[src/rtl/key_debounce_pulse.sv]
// Push-button front end: two-flop synchronizer, debounce FSM, and registered
// PRESS/RELEASE/STEP pulses with optional auto-repeat while the key is held.
module key_debounce_pulse #(
    parameter int DEBOUNCE_CYCLES = 1000000,
    parameter int REPEAT_DELAY    = 50000000,
    parameter int REPEAT_PERIOD   = 10000000,
    parameter int KEY_ACTIVE_HIGH = 1
) (
    input  logic CLK,
    input  logic RST,
    input  logic KEY,
    input  logic REPEAT_EN,
    output logic PRESS,
    output logic RELEASE,
    output logic STEP,
    output logic KEY_STATE
);

    localparam int DW   = (DEBOUNCE_CYCLES > 1) ? $clog2(DEBOUNCE_CYCLES) : 1;
    localparam int RMAX = (REPEAT_DELAY > REPEAT_PERIOD) ? REPEAT_DELAY : REPEAT_PERIOD;
    localparam int RW   = (RMAX > 1) ? $clog2(RMAX) : 1;

    localparam logic [DW-1:0] DB_LAST    = DW'(DEBOUNCE_CYCLES - 1);
    localparam logic [RW-1:0] DELAY_LAST = RW'(REPEAT_DELAY - 1);
    localparam logic [RW-1:0] PER_LAST   = RW'(REPEAT_PERIOD - 1);

    typedef enum logic [1:0] {
        IDLE,
        PRESS_WAIT,
        HELD,
        RELEASE_WAIT
    } state_t;

    state_t        state, state_n;
    logic          sync1, sync2, k;
    logic [DW-1:0] db_cnt, db_n;
    logic [RW-1:0] rc, rc_n;
    logic          first, first_n;
    logic          press_n, release_n, step_n, level_n;

    always_ff @(posedge CLK) begin
        if (!RST) begin
            sync1 <= 1'b0;
            sync2 <= 1'b0;
        end else begin
            sync1 <= KEY;
            sync2 <= sync1;
        end
    end

    assign k = (KEY_ACTIVE_HIGH != 0) ? sync2 : ~sync2;

    always_ff @(posedge CLK) begin
        if (!RST) begin
            state     <= IDLE;
            db_cnt    <= '0;
            rc        <= '0;
            first     <= 1'b1;
            PRESS     <= 1'b0;
            RELEASE   <= 1'b0;
            STEP      <= 1'b0;
            KEY_STATE <= 1'b0;
        end else begin
            state     <= state_n;
            db_cnt    <= db_n;
            rc        <= rc_n;
            first     <= first_n;
            PRESS     <= press_n;
            RELEASE   <= release_n;
            STEP      <= step_n;
            KEY_STATE <= level_n;
        end
    end

    always_comb begin
        state_n   = state;
        db_n      = db_cnt;
        rc_n      = rc;
        first_n   = first;
        press_n   = 1'b0;
        release_n = 1'b0;
        step_n    = 1'b0;
        level_n   = KEY_STATE;
        case (state)
            IDLE: begin
                if (k) begin
                    state_n = PRESS_WAIT;
                    db_n    = '0;
                end
            end
            PRESS_WAIT: begin
                if (!k) begin
                    state_n = IDLE;
                end else if (db_cnt == DB_LAST) begin
                    state_n = HELD;
                    db_n    = '0;
                    press_n = 1'b1;
                    step_n  = 1'b1;
                    level_n = 1'b1;
                    rc_n    = '0;
                    first_n = 1'b1;
                end else begin
                    db_n = db_cnt + 1'b1;
                end
            end
            HELD: begin
                // Leaving for RELEASE_WAIT takes priority over a due repeat STEP;
                // the repeat counter stays frozen until the key is confirmed held.
                if (!k) begin
                    state_n = RELEASE_WAIT;
                    db_n    = '0;
                end else if (!REPEAT_EN) begin
                    rc_n    = '0;
                    first_n = 1'b1;
                end else if (rc == (first ? DELAY_LAST : PER_LAST)) begin
                    step_n  = 1'b1;
                    rc_n    = '0;
                    first_n = 1'b0;
                end else begin
                    rc_n = rc + 1'b1;
                end
            end
            RELEASE_WAIT: begin
                if (k) begin
                    state_n = HELD;
                end else if (db_cnt == DB_LAST) begin
                    state_n   = IDLE;
                    db_n      = '0;
                    release_n = 1'b1;
                    level_n   = 1'b0;
                end else begin
                    db_n = db_cnt + 1'b1;
                end
            end
            default: state_n = IDLE;
        endcase
    end

endmodule

[config.mk]
export PLATFORM = sky130hd
export DESIGN_NAME = key_debounce_pulse
export DESIGN_NICKNAME = d
export VERILOG_FILES = /design/src/rtl/key_debounce_pulse.sv
export SDC_FILE = /design/constraint.sdc
export NUM_CORES = 1
export LEC_CHECK = 0
export ABC_AREA = 1
export ABC_CLOCK_PERIOD_IN_PS = 2000
export CELL_PAD_IN_SITES_DETAIL_PLACEMENT = 1
export CELL_PAD_IN_SITES_GLOBAL_PLACEMENT = 2
export CORE_ASPECT_RATIO = 1.1
export CORE_MARGIN = 2
export CORE_UTILIZATION = 35
export CTS_CLUSTER_DIAMETER = 30
export DETAILED_ROUTE_END_ITERATION = 10
export DONT_BUFFER_PORTS = 1
export PLACE_DENSITY = 0.91
export SETUP_SLACK_MARGIN = 0.4
export SYNTH_ARGS = -nofsm -noshare
export SYNTH_HDL_FRONTEND = slang
export SYNTH_SLANG_ARGS = --single-unit
[constraint.sdc]
create_clock -name CLK -period 2 [get_ports CLK]
set_input_delay 0.2 -clock CLK [delete_from_list [all_inputs] [get_ports CLK]]
set_output_delay 0.2 -clock CLK [all_outputs]
set_load 0.005 [all_outputs]
==> results.md <==
- Final wirelength: 13.7 mm
- H-tree level count: 2
- CTS Buffer Depth: 2
- GRT Overall Usage: 22.5%
- Grt ovf: 0
- Fmax: 0.554 GHz
- Vert. Die Dim: 106 um
- Peak supply drop: 0.000381 V
- Required time of the critical path: 2.27 ns
- Share of power burned in combinational logic: 44.8%
- CP most frequent cell: nand3_4
- Drt via density: 5.48
- Die width: 96.4 um
- Final Net Count: 604
- Synth cell types: 33
- Tmin final: 1.80 ns
- Clock Skews: 0.0169 ns
- Crit-path slowest cell: dfxtp_2
- Outcome: finished, violations left
- DRT iter0 DRCs: 152
- Seq/Total Area, Yosys: 33.5%
- Total CTS buffers: 5
- Area delta synth->final: 45.6%
- Leakage: 1.93 nW
- CTS tree: built
- Gpl congestion: 0.855
- Via Count: 3899
- Clock-pin transition on the worst setup and hold timing paths: 0.12 ns
- Clk sink count: 55
- Vias in the first global route: 3780
- Worst-path cell chain: ha_4, nand3_4, nor2_4, nand3_4, nand2_4, nand2_8, buf_12, o21ai_0, nand3_1, nor2_1
- CP endpoint kind: flip-flop
- Global-route wire length before repair: 18.2 mm
- Failing checks: negative hold slack
- Internal Pwr Total: 2.09 mW
- Die area: 10200 um2
- Number of diodes: 0
- Delay-heaviest family, CP: simple AND/OR/NAND/NOR gates
- 1st-pass router iterations: 4
- Max-cap violations: 0
- Hold Buf Count CTS: 3
- Worst path arrival time: 2.07 ns
- Slew HR: 71.4%
- Setup CP Type: flip-flop to flip-flop
- Final worst-path cycle share: 90.2%
- Routed WL per cell: 19.3 um
- Reg2reg start: db_cnt[1]$_SDFFE_PN0P_
- Boundary Pins: 8
- Hold path start: RST
- Starting Density: 35.5%
- Register share of total power: 35.1%
- #FFs+latches synth: 55
- Cell Pwr Density: 727 nW/um2
- WHS: -0.00431 ns
- Share of layout cells above drive strength 1: 38.0%
- Row count: 37
- Final setup vio count: 0
- Synth warn: 0
- Final Util: 51.7%
- Max FO, Critical Path: 8
- Final setup TNS: 0 ns
- Hold WC Path Type: input pin to flip-flop
- Buffers plus inverters on the worst setup path: 1
- Worst slew pin tran: 0.425 ns
- Crit path launch type: flip-flop
- Antenna viol nets, final: 0
- Core area: 9260 um2
- Sw Share: 40.0%
- Post-synthesis instance total: 525
- # DRC: 0
- Syn avg cell area: 6.27 um2
- RSZ-0062 raised after global routing: yes
- Clk pwr share: 20.1%
- Clock insertion delay at the later pin of the skew report: 0.33 ns
- Crit path launch: db_cnt[1]$_SDFFE_PN0P_
- Largest net degree at the start of global routing: 27
- Sw Pwr: 1.39 mW
- Post-Syn Area: 3290 um2
- Fin. Hold Viols: 1
- Number of port buffers: 0
- Net Count, Synth: 535
- Clk root buf: clkbuf_8
- Final HPWL DP: 7.42 mm
- Slew Limit Fails: 0
- Crit path largest cell delay: 0.40 ns
- Initial antenna violation count: 0
## power groups by stage
stage	Clock (mW)	Sequential (mW)	Combinational (mW)
after floorplan	0	1.18	0.556
final	0.701	1.22	1.56
after CTS	0.704	1.19	1.04
after global routing	0.746	1.22	1.64
after global placement	0	1.19	0.703
after detailed placement	0	1.19	0.719
## cell type report
type                    count  area [um2]
clock buffers               6        82.6
fillers                  1172        4470
multi-input cells         387        2420
flip-flops and latches     55        1140
repair buffers             72         681
well taps                 117         146
clock inverters             2        16.3
inverters                  72         293
repair inverters            1        8.76
## path summary, 6_finish.rpt
check                                 end  slack [ns]  cells past startpoint
setup reg to reg       rc[8]$_SDFFE_PN0P_        0.20                     10
hold reg to reg   db_cnt[19]$_SDFFE_PN0P_        0.50                      2
hold / removal         first$_SDFFE_PN1P_      -0.004                      1
setup / recovery       rc[8]$_SDFFE_PN0P_        0.20                     10
## flip-flops by register name (all words and copies together), names as in the netlist, named ones only
signal / count
state: 1
RELEASE: 1
k: 1
rc: 26
STEP: 1
db_cnt: 20
first: 1
KEY_STATE: 1
sync1: 1
PRESS: 1
## repair_timing
item | in CTS | in global routing
setup endpoints to repair | 52 | 51
resized for setup | 89 | 116
setup buffers | 31 | 18
pin swaps | 29 | 52
gates cloned | 1 | 3
endpoints found under the hold margin | 7 | 4
## per-stage QoR
step / cells / area, um2 / total power [mW] / setup slack [ns] / hold slack (ns)
6_report: 712 / 4790 / 3.48 / 0.196 / -0.00431
5_1_grt: 712 / 4790 / 3.61 / 0.0921 / -0.0146
4_1_cts: 691 / 4170 / 2.93 / 0.299 / -0.0169
3_5_place_dp: 648 / 3480 / 1.91 / 0.0591 / 0.305
3_3_place_gp: 648 / 3480 / 1.89 / 0.0951 / 0.299
2_1_floorplan: 525 / 3310 / 1.74 / 0.375 / 0.298
## synth_stat cells
cell type  number  area, um2
and3_1          3       18.8
nand2_1       134        503
nor4_1          3       18.8
nand3_2         2       20.0
buf_2           4       20.0
nor3_2          1       10.0
clkinv_2        1       5.00
buf_8           1       15.0
nor2_1         92        345
o21ai_0        12       60.1
ha_1            6       75.1
nand4_1        22        138
dfxtp_1        55       1100
a21oi_1        14       70.1
inv_2           2       7.51
or2_2           2       12.5
buf_12          2       40.0
buf_4           1       7.51
nor3b_1         5       37.5
clkbuf_1        2       7.51
nor3_1         20        100
nand3_1        49        245
xnor2_1         1       8.76
a21o_1          2       15.0
xor2_1          3       26.3
buf_6           1       11.3
nand2_4         2       22.5
nand2_2         4       25.0
buf_1           1       3.75
nor2_2          6       37.5
o21bai_1        2       15.0
o211ai_1        1       7.51
inv_1          69        259
## worst register-to-register path, delay by kind of cell, from the launching register on
| kind | cells | cell delay (ns) |
|---|---|---|
| DFF | 1 | 0.40 |
| adders and majority gates | 1 | 0.17 |
| AOI/OAI and AO/OA | 1 | 0.21 |
| buffers and inverters | 1 | 0.16 |
| and+or+nand+nor | 7 | 0.81 |
## metal layers
layer / GRT usage, % / wire length (um)
met1: 26.1 / 5190
met4: 6.54 / 700
met3: 3.22 / 500
met2: 41.6 / 7340
met5: 0 / 0
## placed cells by master (no fill, tap or decap), drive strengths merged, types with 7 or more instances in the layout
cell type	count
nor2	98
nand2	141
nand3	51
nor3	21
buf	68
clkbuf	7
inv	72
o21ai	12
a21oi	14
dfxtp	55
nand4	22
## kinds of logic (layout without fill, tap and decap cells)
logic type	count (synthesis)	count (layout)	share of synthesized area, %
and+or+nand+nor	345	346	46.6
buffers and inverters	84	153	11.4
DFF	55	55	33.5
AOI/OAI and AO/OA	31	31	5.10
adders and majority gates	6	6	2.28
xor gates and xnor gates	4	4	1.07
(Power assumes the default switching activity.)
